## src/rtl/ervp_fifo_packer_if.sv

```systemverilog
// Handshake bundle between the narrow-word FIFO read port and the wide-word
// write port of ervp_fifo_packer.
interface ervp_fifo_packer_if #(
    parameter int BW_DATA  = 8,
    parameter int NUM_WORD = 4,
    parameter int BW_COUNT = $clog2(NUM_WORD + 1)
);
    logic                        rready;
    logic                        rrequest;
    logic [BW_DATA-1:0]          rdata;
    logic                        wready;
    logic                        wrequest;
    logic [BW_DATA*NUM_WORD-1:0] wdata;
    logic [BW_COUNT-1:0]         wcount;

    // packer side: pops narrow words, presents packed words
    modport master (
        input  rready, rdata, wready,
        output rrequest, wrequest, wdata, wcount
    );

    // environment side: upstream FIFO plus downstream sink
    modport slave (
        output rready, rdata, wready,
        input  rrequest, wrequest, wdata, wcount
    );
endinterface

```

## src/rtl/ervp_fifo_packer.sv

```systemverilog
// Packs NUM_WORD narrow words popped from a small FIFO into one wide word.
// A flush emits a partial word; wcount reports how many slots are valid.
// The emitting HOLD cycle may also pop, so a full stream runs without bubbles.
module ervp_fifo_packer #(
    parameter int BW_DATA   = 8,
    parameter int NUM_WORD  = 4,
    parameter int LSB_FIRST = 1
) (
    input  logic               clk,
    input  logic               rstnn,
    input  logic               enable,
    input  logic               clear,
    input  logic               flush,
    ervp_fifo_packer_if.master bus
);
    localparam int BW_COUNT = $clog2(NUM_WORD + 1);
    localparam int BW_PACK  = BW_DATA * NUM_WORD;
    localparam logic [BW_COUNT-1:0] COUNT_FULL = BW_COUNT'(NUM_WORD);
    localparam logic [BW_COUNT-1:0] COUNT_ONE  = BW_COUNT'(1);

    typedef enum logic [0:0] {
        FILL = 1'b0,
        HOLD = 1'b1
    } state_t;

    state_t              state_r;
    state_t              state_nx_s;
    logic [BW_COUNT-1:0] count_r;
    logic [BW_COUNT-1:0] count_nx_s;
    logic [BW_PACK-1:0]  pack_r;
    logic [BW_PACK-1:0]  pack_nx_s;
    logic                active_s;
    logic                in_fire_s;
    logic                out_fire_s;

    // Drop a word into the slot belonging to the k-th accepted word.
    function automatic logic [BW_PACK-1:0] place_word(
        input logic [BW_PACK-1:0]  base,
        input logic [BW_COUNT-1:0] k,
        input logic [BW_DATA-1:0]  word
    );
        logic [BW_PACK-1:0] res;
        int                 slot;
        res  = base;
        slot = (LSB_FIRST != 0) ? int'(k) : (NUM_WORD - 1 - int'(k));
        for (int s = 0; s < NUM_WORD; s++) begin
            if (s == slot) begin
                res[s*BW_DATA +: BW_DATA] = word;
            end
        end
        return res;
    endfunction

    assign active_s   = enable & ~clear;
    assign in_fire_s  = active_s & bus.rready &
                        ((state_r == FILL) | ((state_r == HOLD) & bus.wready));
    assign out_fire_s = active_s & (state_r == HOLD) & bus.wready;

    assign bus.rrequest = in_fire_s;
    assign bus.wrequest = active_s & (state_r == HOLD);
    assign bus.wdata    = pack_r;
    assign bus.wcount   = count_r;

    // Next-state: fill slots, close the word on full or flush, drain on handshake.
    always_comb begin
        state_nx_s = state_r;
        count_nx_s = count_r;
        pack_nx_s  = pack_r;
        if (!enable) begin
            state_nx_s = state_r;
        end else if (clear) begin
            state_nx_s = FILL;
            count_nx_s = '0;
            pack_nx_s  = '0;
        end else begin
            case (state_r)
                FILL: begin
                    if (in_fire_s) begin
                        pack_nx_s  = place_word(pack_r, count_r, bus.rdata);
                        count_nx_s = count_r + COUNT_ONE;
                    end else begin
                        count_nx_s = count_r;
                    end
                    // flush counts the word popped this same cycle
                    if (count_nx_s == COUNT_FULL) begin
                        state_nx_s = HOLD;
                    end else if (flush && (count_nx_s != '0)) begin
                        state_nx_s = HOLD;
                    end else begin
                        state_nx_s = FILL;
                    end
                end
                HOLD: begin
                    if (out_fire_s && in_fire_s) begin
                        pack_nx_s  = place_word('0, '0, bus.rdata);
                        count_nx_s = COUNT_ONE;
                        state_nx_s = (NUM_WORD == 1) ? HOLD : FILL;
                    end else if (out_fire_s) begin
                        pack_nx_s  = '0;
                        count_nx_s = '0;
                        state_nx_s = FILL;
                    end else begin
                        state_nx_s = HOLD;
                    end
                end
                default: begin
                    state_nx_s = FILL;
                    count_nx_s = '0;
                    pack_nx_s  = '0;
                end
            endcase
        end
    end

    // State, fill count and pack register; reset discards any partial word.
    always_ff @(posedge clk or negedge rstnn) begin
        if (!rstnn) begin
            state_r <= FILL;
            count_r <= '0;
            pack_r  <= '0;
        end else begin
            state_r <= state_nx_s;
            count_r <= count_nx_s;
            pack_r  <= pack_nx_s;
        end
    end
endmodule
```

## src/flat_wrapper.sv

```systemverilog
// flat-port wrapper written by rule: the top's interface ports become plain ports
module ervp_fifo_packer_flat 
#(
    parameter int BW_DATA   = 8,
    parameter int NUM_WORD  = 4,
    parameter int LSB_FIRST = 1
)
  (clk, rstnn, enable, clear, flush, bus_rready, bus_rdata, bus_wready, bus_rrequest, bus_wrequest, bus_wdata, bus_wcount);
  ervp_fifo_packer_if #(.BW_DATA(BW_DATA), .NUM_WORD(NUM_WORD)) bus_i ();
  input  logic clk;
  input  logic rstnn;
  input  logic enable;
  input  logic clear;
  input  logic flush;
  input wire logic [$bits(bus_i.rready)-1:0] bus_rready;
  input wire logic [$bits(bus_i.rdata)-1:0] bus_rdata;
  input wire logic [$bits(bus_i.wready)-1:0] bus_wready;
  output wire logic [$bits(bus_i.rrequest)-1:0] bus_rrequest;
  output wire logic [$bits(bus_i.wrequest)-1:0] bus_wrequest;
  output wire logic [$bits(bus_i.wdata)-1:0] bus_wdata;
  output wire logic [$bits(bus_i.wcount)-1:0] bus_wcount;
  assign bus_i.rready = bus_rready;
  assign bus_i.rdata = bus_rdata;
  assign bus_i.wready = bus_wready;
  assign bus_rrequest = bus_i.rrequest;
  assign bus_wrequest = bus_i.wrequest;
  assign bus_wdata = bus_i.wdata;
  assign bus_wcount = bus_i.wcount;
  ervp_fifo_packer #(.BW_DATA(BW_DATA), .NUM_WORD(NUM_WORD), .LSB_FIRST(LSB_FIRST)) u_core (.clk(clk), .rstnn(rstnn), .enable(enable), .clear(clear), .flush(flush), .bus(bus_i));
endmodule
```

## config.mk

```make
export PLATFORM = sky130hd
export DESIGN_NAME = ervp_fifo_packer_flat
export DESIGN_NICKNAME = d
export VERILOG_FILES = /design/src/rtl/ervp_fifo_packer_if.sv /design/src/rtl/ervp_fifo_packer.sv /design/src/flat_wrapper.sv
export SDC_FILE = /design/constraint.sdc
export NUM_CORES = 1
export LEC_CHECK = 0
export ABC_AREA = 0
export BUFFER_PORTS_ARGS = -buffer_cell sky130_fd_sc_hd__buf_2
export CAP_MARGIN = 20
export CORE_MARGIN = 3
export CORE_UTILIZATION = 51
export DETAILED_ROUTE_END_ITERATION = 12
export GPL_ROUTABILITY_DRIVEN = 0
export PLACE_DENSITY = 0.79
export REMOVE_ABC_BUFFERS = 1
export SYNTH_ARGS = -nofsm -noshare
export SYNTH_HDL_FRONTEND = slang
export SYNTH_SLANG_ARGS = --single-unit
```

## constraint.sdc

```tcl
create_clock -name clk -period 2 [get_ports clk]
set_clock_uncertainty 0.15 [all_clocks]
set_input_delay 0.2 -clock clk [delete_from_list [all_inputs] [get_ports clk]]
set_output_delay 0.2 -clock clk [all_outputs]
set_load 0.05 [all_outputs]
```

==> summary.md, run 1 <==
| Metric | Value |
|---|---|
| Post-synthesis simple-gate area fraction | between 8 and 9% |
| Static leakage | 1.190 nW |
| Largest family of logic cells by synthesized area | multiplexers |
| Post-synth top cells | 36 x dfrtp_1, 16 x mux2_4, 8 x a22o_1, 8 x and2_1, 8 x mux2_2 |
| Worst Setup End Kind | flop |
| Yosys top cell by area | dfrtp_1 |
| Area post-placement | 2046 µm² |
| CP max stage cell | dlygate4sd3_1 |
| Max FO, Critical Path | 9 |
| Routed len/inst | about 16 µm |
| Min Tclk post-route | 1.964 ns |
| Design area | 2220 µm² |
| Overall routing resource usage | a little over a fifth |
| FF-to-FF End | u_core.bus.wdata[15] |
| Die Area | 4133 µm² |
| CTS root buf | clkbuf_4 |
| Final setup viols | 0 |
| Hold depth | 2 |
| Seq/Total Area, Yosys | around 52% |
| Routed length on met3 | 180 µm |
| Synth Flop Type | dfrtp_1 |
| Mean post-synth cell area | 13.75 µm² |
| Filler instances | 231 |
| Remaining Overflow, GRT | 0 |
| Largest cells by area after synthesis | dfrtp_1 52%, mux2_4 14%, mux2_2 5.2% |
| CTS max path bufs | 2 |
| Worst-Skew Late Latency | 0.35 ns |
| # H-tree levels | 2 |
| Initial core utilization | 54.96% |
| HP Start | enable |
| Synth top area share | 51.99% |
| CTS tree | yes |
| Core Region | 3153 µm² |
| Final Cycle Share | 98.22% |
| Final hold viol count | 0 |
| Post-Place Setup Slack | 0.1069 ns |
| Initial antenna violation count | 0 |
| # port buffers | 51 |
| CTS sink count | 36 |
| RSZ-0062 raised after global routing | no |
| Post-synthesis xor/xnor area fraction | 0% |
| Synth Area in Compound Gates | 10.69% |
| DRT antenna net count | 0 |
| Chip height | 64.29 µm |
| Critical Path AT | slightly above 2 ns |
| Rows | 20 |
| # IOs | 52 |
| CP Launch Type | primary input |
| Met2 wire len | 1989 µm |
| DRT Wirelength | about 4000 µm |
| Power Density | 1173 nW/µm² |
| Largest net degree at the start of global routing | 37 |
| Synth-to-layout area growth | 28.09% |
| R2R depth | 5 |
| Cells after synthesis | around 130 |
| Slew Viols, Final | 0 |
| Crit Path Class | in -> reg |
| Outcome | completed |
| Worst-margin pin slew | 0.7794 ns |
| DRT Pass-1 Iters | 4 |
| Max Used Layer | met4 |
| Hold/Removal Path Class | in -> reg |
| Cell with the most instances after synthesis | dfrtp_1 |
| Synthesized area | 1733 µm² |
| Post-synth cell types | 33 |
| Setup Fix Bufs, Post-CTS | 0 |
| Vias in the first global route | 1,324 |
| First DRT Iteration DRCs | 55 |
| Post-synthesis async set-or-reset flop share | 100.0% |
| Post-synth EDFFs | 0 |
| Met1 Wirelength | 1723 µm |
| Max-capacitance violation count | 0 |
| CTS buffer count | 5 |
| Post-synthesis mux area share | 20.79% |
| Die X | about 64 µm |
| R2R setup slack | 0.08 ns |
| Worst-path cell chain | dlygate4sd3_1 -> buf_2 -> or2_1 -> a21oi_1 -> nand2b_1 -> buf_4 -> mux2_4 |
| Relative slew margins | 48.04% |
| Worst EP required | 2.09 ns |
| Via count | roughly 1.3k |
| Worst r2r src | u_core.state_r |
| Critical path's top delay family | buffers and inverters |
| Power Total | 0.002603 W |
| Total Nets Final | 217 |
| VDD IR max | 531.6 µV |
| Final worst slack | ~0.036 ns |
| DP Wirelength | 2800 µm |
| Clock slew at reported path FFs | 0.11 ns |
| Remaining DRCs | 0 |
| Yosys reg bits | 36 |
| Hold Path End | u_core.bus.wcount[0] |
| Max frequency | 509.1 MHz |
| Fraction of layout cells with a size suffix above 1 | 47.98% |
| Vias per std cell | 5.326 |
| Diode count | 0 |
| Largest stage delay, worst path | between 0.5 and 0.6 ns |
| First-pass GRT wire length | 6837 µm |
| Worst path bufs/invs | 3 |
| Yosys Warn Count | 0 |
| Post-Synth Adder-Cell Area | 3.610% |
==> per-layer routing <==
metal,track usage (%),vias up
met5,0,-
met4,8.179,0
met3,6.678,10
met2,35.82,38
met1,26.63,644
li1,-,597
==> cell type report <==
cell class                 instances  area [µm²]  share of cell area [%]
multi-input combinational         81       768.2                   34.61
tap                               44       55.05                   2.480
clock buffer                       5       37.54                   1.691
sequential                        36       900.9                   40.59
clock inverter                     3       18.77                  0.8455
timing repair buffer              70       427.9                   19.28
inverter                           3       11.26                  0.5073
==> registers in the layout, summed over array words and instances (netlist names) <==
name,count
u_core.bus.wdata,32
u_core.bus.wcount,3
u_core.state_r,1
==> repair_timing <==
action / CTS / global route
pin swaps: 0 / 0
hold buffers: 11 / 0
gates resized for setup: 1 / 1
hold endpoints to repair: 46 / 0
setup endpoints to repair: 1 / 1
==> how the worst max path moves through the flow <==
stage	from	end	slack, ns	cells after the start
final	clear	u_core.bus.wdata[15]	0.04	7
after global routing	u_core.bus.wcount[0]	u_core.state_r	0.003	6
after CTS	u_core.state_r	bus_rrequest	0.04	3
after detailed placement	u_core.bus.wcount[0]	u_core.state_r	0.11	6
after global placement	u_core.bus.wcount[0]	u_core.bus.wdata[19]	0.17	7
after floorplan	u_core.state_r	u_core.state_r	-0.43	4
==> where the power goes <==
part	internal, W	leakage (nW)	switching [W]
combinational	0.000391	0.680	0.000834
clock	0.000135	0.0349	0.000251
sequential	0.000887	0.475	0.000106
total	0.00141	1.19	0.00119
==> cells in the final DEF, fill, tap and decap left out, types with 3 or more instances in the layout <==
master / instances
mux2_4: 16
and2_1: 8
dlygate4sd3_1: 11
o21ai_0: 4
a22o_1: 8
inv_1: 3
nand2b_1: 3
ha_1: 5
dfrtp_1: 36
mux2_2: 8
buf_4: 9
mux2i_1: 3
buf_2: 50
clkbuf_4: 5
==> cell families (layout without fill, tap and decap cells) <==
group	count (synthesis)	in the layout
DFF	36	36
muxes	27	27
and+or+nand+nor	26	26
AOI/OAI and AO/OA	23	23
buffers and inverters	9	81
adders and majority gates	5	5
==> through the flow <==
step / setup TNS [ns] / utilization (%) / hold slack (ns) / cells
6_report: 0 / 70.40 / 0.02018 / 242
5_1_grt: 0 / 70.40 / 0.02821 / 242
4_1_cts: 0 / 70.24 / 0.01169 / 242
3_5_place_dp: 0 / 64.88 / 0.1674 / 223
3_3_place_gp: 0 / 64.88 / 0.1575 / 223
2_1_floorplan: -3.966 / - / -0.2456 / 120
Note: power is estimated with default switching activity, not from simulation.
==> inputs of run 2 (changes only) <==
--- a/config.mk
+++ b/config.mk
@@ -8,11 +8,13 @@
 export ABC_AREA = 0
 export BUFFER_PORTS_ARGS = -buffer_cell sky130_fd_sc_hd__buf_2
 export CAP_MARGIN = 20
+export CELL_PAD_IN_SITES_DETAIL_PLACEMENT = 0
+export CELL_PAD_IN_SITES_GLOBAL_PLACEMENT = 1
 export CORE_MARGIN = 3
-export CORE_UTILIZATION = 51
+export CORE_UTILIZATION = 40
 export DETAILED_ROUTE_END_ITERATION = 12
 export GPL_ROUTABILITY_DRIVEN = 0
-export PLACE_DENSITY = 0.79
+export PLACE_DENSITY = 0.82
 export REMOVE_ABC_BUFFERS = 1
 export SYNTH_ARGS = -nofsm -noshare
 export SYNTH_HDL_FRONTEND = slang
==> summary.md, run 2 (same netlist as run 1, synthesis figures left out) <==
| Metric | Value |
|---|---|
| Via count | 1,263 (-2.0%) |
| Met3 usage in global routing | 4.067% (-2.6 points) |
| CTS buffer count | 5 (unchanged) |
| Worst EP required | 2.00 ns (-0.09 ns) |
| Final hold viol count | 0 (unchanged) |
| Met2 global-route usage | 26.63% (-9.2 points) |
| Most common cell after layout, fill and taps aside | buf_2 |
| CP max stage cell | dfrtp_2 |
| Relative slew margins | 47.20% (-0.85 points) |
| Max FO, Critical Path | 7 (-2) |
| Power Density | 1254 nW/µm² (+6.9%) |
| Die X | 71.82 µm (+12%) |
| Post-Place Setup Slack | 0.01546 ns (-0.09148 ns) |
| Static leakage | 1.177 nW (-1.0%) |
| DRT antenna net count | 0 (unchanged) |
| CTS max path bufs | 2 (unchanged) |
| Remaining DRCs | 0 (unchanged) |
| Slew Viols, Final | 0 (unchanged) |
| Final Cycle Share | 95.53% (-2.7 points) |
| Largest net degree at the start of global routing | 37 (unchanged) |
| Worst-path cell chain | inv_2 -> ha_1 -> nand2b_1 -> or4_1 -> o311ai_0 -> a31oi_1 |
| Initial antenna violation count | 0 (unchanged) |
| Switch Pwr | 0.001191 W (about the same) |
| Largest stage delay, worst path | 0.43 ns (-0.13 ns) |
| First-pass GRT wire length | 6624 µm (-3.1%) |
| Vias per std cell | 5.241 (-1.6%) |
| DP Wirelength | 3047 µm (+8.8%) |
| Max frequency | 523.4 MHz (+2.8%) |
| Critical Path AT | 1.91 ns (-0.15 ns) |
| Vias in the first global route | 1,306 (-1.4%) |
| Hold/Removal Path Class | in -> reg |
| Combinational share of power | 44.0% (-3.0 points) |
| Commonest non-fill, non-tap cells in the layout | 50 x buf_2, 34 x dfrtp_1, 16 x mux2_4, 9 x buf_4 |
| VDD IR max | 421.0 µV (-21%) |
| First DRT Iteration DRCs | 46 (-16%) |
| Total Nets Final | 211 (-2.8%) |
| Critical path's top delay family | simple AND/OR/NAND/NOR gates |
| CP Launch Type | flop |
| Remaining Overflow, GRT | 0 (unchanged) |
| Worst hold slack | 0.004065 ns (-0.01612 ns) |
| Fraction of layout cells with a size suffix above 1 | 50.79% (+2.8 points) |
| CTS sink count | 36 (unchanged) |
| GRT Max-Usage Layer | met2 |
| Final setup viols | 0 (unchanged) |
| RSZ-0062 raised after global routing | no |
| # IOs | 52 (unchanged) |
| Final worst slack | 0.08943 ns (+0.05374 ns) |
| CTS tree | yes |
| Clk network pwr share | 20.1% (+5.3 points) |
| Internal | 0.001579 W (+12%) |
| Max-capacitance violation count | 0 (unchanged) |
| Min Tclk post-route | 1.911 ns (-0.05374 ns) |
| Rows | 23 (+15%) |
| DRT Pass-1 Iters | 4 (unchanged) |
| Worst-Skew Late Latency | 0.28 ns (-0.07 ns) |
| Worst-margin pin slew | 0.7921 ns (+0.01268 ns) |
| Worst path bufs/invs | 1 (-2) |
| Outcome | completed |
| Switching share of power | 43.00% (-2.7 points) |
| # H-tree levels | 2 (unchanged) |
| Core Region | 4086 µm² (+30%) |
| Fin util | 54.07% (-16 points) |
| Synth-to-layout area growth | 27.51% |
| Initial core utilization | 42.41% (-13 points) |
| Overall routing resource usage | 16.92% (-4.8 points) |
| Max reg flops | 32 (unchanged) |
| Setup Fix Bufs, Post-CTS | 0 (unchanged) |
| Crit Path Class | reg -> reg |
| Chip height | 71.82 µm (+12%) |
| DRT Wirelength | 4107 µm (+3.7%) |
| Routed len/inst | 17.04 µm (+4.2%) |
| # port buffers | 51 (unchanged) |
| Die Area | 5158 µm² (+25%) |
| Diode count | 0 (unchanged) |
| CTS root buf | clkbuf_8 |
| Worst Setup End Kind | flop |
| M1 GR Usage | 22.01% (-4.6 points) |
| Clock slew at reported path FFs | 0.07 ns (-0.04 ns) |
| Sequential share of power | 35.9% (-2.2 points) |
-- run 2: changes by cell type in the layout (fill, tap and decap cells not counted) --
| cell | previous run | this run |
|---|---|---|
| inv_2 | 0 | 1 |
| clkbuf_8 | 0 | 7 |
| clkinv_4 | 1 | 0 |
| dfrtp_1 | 36 | 34 |
| clkinv_2 | 2 | 0 |
| dfrtp_2 | 0 | 2 |
| dlygate4sd3_1 | 11 | 5 |
| inv_1 | 3 | 2 |
| clkbuf_4 | 5 | 0 |
-- run 2: per-stage QoR --
stage | cells | power [W] | cell area, µm² | TNS (ns)
2_1_floorplan | 120 | 0.001892 | 1675 | -3.966
3_3_place_gp | 229 | 0.002184 | 2053 | 0
3_5_place_dp | 229 | 0.002222 | 2053 | 0
4_1_cts | 241 | 0.002798 | 2208 | 0
5_1_grt | 241 | 0.002896 | 2210 | 0
6_report | 241 | 0.002770 | 2210 | 0
-- run 2: layer usage --
| metal | wire [µm] | part of all wire (%) |
|---|---|---|
| met3 | 241 | 5.9 |
| met1 | 1790 | 44 |
| met2 | 1983 | 48 |
| met4 | 92 | 2.2 |
| met5 | 0 | 0 |
-- run 2: worst paths after layout --
check | from | endpoint | slack, ns | cells after the start
min in group asynchronous | rstnn | u_core.bus.wdata[0] | 0.39 | 2
max reg2reg | u_core.bus.wcount[0] | u_core.state_r | 0.09 | 6
max | u_core.bus.wcount[0] | u_core.state_r | 0.09 | 6
min | bus_rdata[4] | u_core.bus.wdata[4] | 0.004 | 2
min reg2reg | u_core.bus.wdata[25] | u_core.bus.wdata[25] | 0.35 | 1
max in group asynchronous | rstnn | u_core.bus.wcount[0] | 0.75 | 2
-- run 2: area by class of cell --
| type | instances | area, µm² |
|---|---|---|
| Multi-Input combinational cell | 81 | 768.2 |
| Tap cell | 50 | 62.56 |
| Timing Repair Buffer | 64 | 367.9 |
| Sequential cell | 36 | 903.4 |
| Fill cell | 354 | 1877 |
| Inverter | 3 | 11.26 |
| Clock buffer | 7 | 96.34 |
-- run 2: what timing repair did --
item,in CTS,in global routing
hold buffers,5,0
resized for setup,3,2
setup endpoints to repair,2,1
endpoints found under the hold margin,40,0
-- run 2: power by group through the flow --
| stage | combinational (W) | sequential (W) | clock [W] |
|---|---|---|---|
| floorplan | 0.000339 | 0.00155 | 0 |
| global placement | 0.00119 | 0.000989 | 0 |
| detailed placement | 0.00122 | 0.00101 | 0 |
| CTS | 0.00123 | 0.000994 | 0.000576 |
| global route | 0.00127 | 0.00101 | 0.000606 |
| finish | 0.00122 | 0.000996 | 0.000556 |
